## src/rtl/seg_serial_tx.sv

```systemverilog
// seg_serial_tx: decodes a frame of hex digits to 7-seg bytes and shifts it MSB-first into a serial display chain
//   clk, rst_n          : system clock, async active-low reset
//   start               : frame request, taken only while idle
//   hexs/points/LEs     : per-digit hex value, decimal point, enable (captured at start)
//   sclk/sdata/slatch   : 3-wire link to the shift-register chain
//   busy/done           : frame in progress / one-cycle end-of-frame pulse
module seg_serial_tx #(
    parameter int DIGITS         = 8,
    parameter int CLK_DIV        = 4,
    parameter int ACTIVE_LOW_SEG = 1
) (
    input  logic                  clk,
    input  logic                  rst_n,
    input  logic                  start,
    input  logic [4*DIGITS-1:0]   hexs,
    input  logic [DIGITS-1:0]     points,
    input  logic [DIGITS-1:0]     LEs,
    output logic                  sclk,
    output logic                  sdata,
    output logic                  slatch,
    output logic                  busy,
    output logic                  done
);
    localparam int BITS = 8 * DIGITS;
    localparam int CW   = $clog2(BITS + 1);
    localparam int DW   = $clog2(CLK_DIV + 1);
    localparam logic [6:0] SEG_LUT [16] = '{
        7'h3F, 7'h06, 7'h5B, 7'h4F, 7'h66, 7'h6D, 7'h7D, 7'h07,
        7'h7F, 7'h6F, 7'h77, 7'h7C, 7'h39, 7'h5E, 7'h79, 7'h71
    };

    typedef enum logic [2:0] {IDLE, LOAD, SHIFT_LO, SHIFT_HI, LATCH} state_t;

    state_t              state_q, state_d;
    logic [4*DIGITS-1:0] hex_q, hex_d;
    logic [DIGITS-1:0]   pts_q, pts_d, les_q, les_d;
    logic [BITS-1:0]     sr_q, sr_d, frame;
    logic [CW-1:0]       cnt_q, cnt_d;
    logic [DW-1:0]       div_q, div_d;
    logic                sclk_q, sclk_d, sdata_q, sdata_d, slatch_q, slatch_d;
    logic                busy_q, busy_d, done_q, done_d;
    logic [7:0]          seg_b;
    logic                div_last, bit_last;

    assign div_last = div_q == DW'(CLK_DIV - 1);
    assign bit_last = cnt_q == CW'(BITS - 1);

    // Digit DIGITS-1 lands in the top byte so it leaves first.
    always_comb begin
        frame = '0;
        seg_b = '0;
        for (int i = 0; i < DIGITS; i++) begin
            seg_b = {pts_q[i], SEG_LUT[hex_q[4*i +: 4]]} & {8{les_q[i]}};
            frame[8*i +: 8] = (ACTIVE_LOW_SEG != 0) ? ~seg_b : seg_b;
        end
    end

    always_comb begin
        state_d = state_q;
        hex_d   = hex_q;
        pts_d   = pts_q;
        les_d   = les_q;
        sr_d    = sr_q;
        cnt_d   = cnt_q;
        div_d   = div_q;
        case (state_q)
            IDLE: if (start) begin
                state_d = LOAD;
                hex_d   = hexs;
                pts_d   = points;
                les_d   = LEs;
            end
            LOAD: begin
                state_d = SHIFT_LO;
                sr_d    = frame;
                cnt_d   = '0;
                div_d   = '0;
            end
            SHIFT_LO: begin
                div_d   = div_last ? '0 : div_q + DW'(1);
                state_d = div_last ? SHIFT_HI : SHIFT_LO;
            end
            SHIFT_HI: begin
                div_d = div_last ? '0 : div_q + DW'(1);
                if (div_last) begin
                    sr_d    = sr_q << 1;
                    cnt_d   = cnt_q + CW'(1);
                    state_d = bit_last ? LATCH : SHIFT_LO;
                end
            end
            LATCH: begin
                div_d   = div_last ? '0 : div_q + DW'(1);
                state_d = div_last ? IDLE : LATCH;
            end
            default: state_d = IDLE;
        endcase
        // Outputs follow the next state so they come straight from flops.
        sclk_d   = state_d == SHIFT_HI;
        slatch_d = state_d == LATCH;
        busy_d   = state_d != IDLE;
        done_d   = state_q == LATCH && state_d == IDLE;
        sdata_d  = state_d == SHIFT_LO ? sr_d[BITS-1] : sdata_q;
    end

    always_ff @(posedge clk or negedge rst_n) begin
        if (!rst_n) begin
            state_q  <= IDLE;
            hex_q    <= '0;
            pts_q    <= '0;
            les_q    <= '0;
            sr_q     <= '0;
            cnt_q    <= '0;
            div_q    <= '0;
            sclk_q   <= 1'b0;
            sdata_q  <= 1'b0;
            slatch_q <= 1'b0;
            busy_q   <= 1'b0;
            done_q   <= 1'b0;
        end else begin
            state_q  <= state_d;
            hex_q    <= hex_d;
            pts_q    <= pts_d;
            les_q    <= les_d;
            sr_q     <= sr_d;
            cnt_q    <= cnt_d;
            div_q    <= div_d;
            sclk_q   <= sclk_d;
            sdata_q  <= sdata_d;
            slatch_q <= slatch_d;
            busy_q   <= busy_d;
            done_q   <= done_d;
        end
    end

    assign sclk   = sclk_q;
    assign sdata  = sdata_q;
    assign slatch = slatch_q;
    assign busy   = busy_q;
    assign done   = done_q;
endmodule

```

## config.mk

```make
export PLATFORM = sky130hd
export DESIGN_NAME = seg_serial_tx
export DESIGN_NICKNAME = d
export VERILOG_FILES = /design/src/rtl/seg_serial_tx.sv
export SDC_FILE = /design/constraint.sdc
export NUM_CORES = 1
export LEC_CHECK = 0
export BUFFER_PORTS_ARGS = -buffer_cell sky130_fd_sc_hd__buf_2
export CAP_MARGIN = 25
export CORE_MARGIN = 4
export CORE_UTILIZATION = 42
export DETAILED_ROUTE_END_ITERATION = 10
export HOLD_SLACK_MARGIN = 0.05
export PLACE_DENSITY = 0.62
export SKIP_LAST_GASP = 1
export SYNTH_ARGS = -nofsm -noshare
export SYNTH_HDL_FRONTEND = slang
export SYNTH_SLANG_ARGS = --single-unit
```

## constraint.sdc

```tcl
create_clock -name clk -period 3.05 [get_ports clk]
set_input_delay 0.61 -clock clk [delete_from_list [all_inputs] [get_ports clk]]
set_output_delay 0.61 -clock clk [all_outputs]
set_load 0.01 [all_outputs]
```

==> metrics <==
minimum clock period=2320 ps; syn nets=804; most frequent cells in the layout=130 x dfrtp_1, 57 x nand2_1, 57 x o21ai_0, 54 x buf_2, 49 x ha_1; overall via count from detail_route=5,421; Mapped Area=7310 um^2; hold_buf cts=0; clk_lat worst skew=420 ps; Reg power frac=44.9%; DRC violations left=0; setup violators final=0; FP Rows=47; gr usage total=16.3%; CTS sink cnt=130; worst-case clock buffer depth=2; Critical Path RT=3410 ps; clock share of power=53.3%; area share of the largest cell type after synthesis=44.5%; antenna cells=0; Fill cells=1,579; Rel. slew slack=57.9%; synth unique cells=49; RSZ-0062 raised after global routing=false; WL final=15.5 mm; CTS tree=yes; area leader, netlist=dfrtp_1; clock slew at reported path FFs=60 ps; layout cells sized above 1=20.6%; GRT overflow=0; HP Class=in2async; top_reg_cell synth=dfrtp_1; Post-synth ARST share=100%; outcome=completed; hold slack final=172 ps; Synth-to-Final Area Change=13.9%; WL/cell=16.1 um; Final Skew=11.7 ps; TritonRoute pass-1 iters=5; Mapped Cells=704; vias in the first global route=5,363; Post-synth EDFFs=0; first-pass GRT wire length=26.3 mm; First DRT Iteration DRCs=401; post-CTS sizing=0; Max Freq=432 MHz; Net Sw Frac=20.4%; Routed Antenna Nets=0; Die Footprint=19,600 um^2; Max IR drop VDD=374 uV; Setup CP Type=reg2reg; area post-placement=7730 um^2; post-DP HPWL=10.4 mm; dpl cells=935; die span in x=140 um; count of input and output buffers=55; routability cong.=0.859; Max Cap Viol=0; final instance area=8330 um^2; Logic pwr share=1.9%; fin. max-slew vios=0; critical path arrival=2670 ps; Syn Area/Cell=10.4 um^2; postcts setup bufs=0; largest net degree at the start of global routing=54; initial antenna violation count=0; post-synthesis sequential area ratio=44.5%; non-filler instance count after layout=967; commonest non-fill, non-tap cell in the layout=dfrtp_1; Root Buffer=clkbuf_16; vias per inst=5.61; CP endpoint kind=flop; Pwr Density=462 nW/um^2; fin nets=834; Ports=56; top post-synthesis cells by area=dfrtp_1 44%, ha_1 8.4%, mux2_2 6.6%; Die Y=140 um; crit share post-route=76.0%; Slew @ Worst Pin=615 ps; Num CTS Buffers=17; Setup TNS=0 ps; Hold Fails Final Rpt=0; Lkg Pwr=3.75 nW; Initial Utilization=43.5%; Core Footprint=16,800 um^2; Int Pwr=3.06 mW; CTS H-tree depth=4; Yosys reg bits=130; NetSw=785 uW; Warnings, synthesis=0; CP Max Fanout=35; Critical Path Start Type=flop
cells in the mapped netlist (12+ instances only):
library cell  count
a221o_1          39
nand2_1          57
ha_1             49
buf_2            21
a21oi_1          45
a22oi_1          25
dfrtp_1         130
o21ai_0          57
mux2_2           43
mux2i_1          15
clkbuf_1         26
inv_1            35
nor2_1           26
nor2b_1          12
a31oi_1          14
worst max-delay path, stage by stage, from the launching register on:
cell and delay [ps]:
dfrtp_1 440, ha_1 270, nand2b_1 320, a21o_2 630, buf_4 350, a22o_1 170, a21o_1 80
final timing paths:
kind,start,endpoint,slack (ps),cells after the start
setup reg to reg,div_q[0],sr_q[22],730,6
setup / recovery,div_q[0],sr_q[22],730,6
max in group asynchronous,rst_n,sr_q[36],2160,2
hold / removal,rst_n,busy,170,1
min in group clk,hexs[4],hex_q[4],390,3
hold reg to reg,sr_q[18],sr_q[19],500,2
per-layer routing:
metal | share of wire, % | GRT usage (%) | vias to the layer above
met5 | 0 | 0 | -
met1 | 46 | 21.9 | 2651
met3 | 3.6 | 3.89 | 20
met2 | 49 | 26.3 | 108
met4 | 1.4 | 5.10 | 0
li1 | - | - | 2642
cell families after synthesis:
| kind of cell | after synthesis | share of synthesized area [%] |
|---|---|---|
| xor+xnor | 8 | 0.958 |
| compound gates | 218 | 20.6 |
| fa+ha+maj | 49 | 8.38 |
| flops | 130 | 44.5 |
| buf+inv | 91 | 5.29 |
| simple gates | 143 | 9.50 |
| mux | 65 | 10.8 |
layout make-up:
type	count	area, um^2	share of cell area [%]
tap	220	275	3.30
inverter	36	135	1.62
sequential	130	3250	39.0
timing repair buffer	66	385	4.63
multi-input combinational	483	3680	44.2
clock buffer	24	502	6.02
clock inverter	8	100	1.20
per-stage QoR:
stage               setup slack [ps]  util (%)  total power, mW
finish                           733      49.5             3.85
global route                     561      49.5             4.00
CTS                              745      49.5             3.89
detailed placement               784      46.0             1.83
global placement                 857      46.0             1.83
floorplan                       1280         -             1.76
registers in the layout (all words and copies together) (netlist names):
register and flops:
div_q 3, slatch 1, hex_q 32, cnt_q 7, sdata 1, pts_q 8
busy 1, sr_q 64, done 1, state_q 3, les_q 8, sclk 1
power groups by stage:
stage	logic [mW]	registers (mW)	clock network, mW
4_1_cts	0.0761	1.73	2.09
6_report	0.0717	1.73	2.05
3_3_place_gp	0.0733	1.76	0
3_5_place_dp	0.0755	1.76	0
5_1_grt	0.0842	1.72	2.19
2_1_floorplan	0.000608	1.76	0
Power figures use the tool's default switching activity.
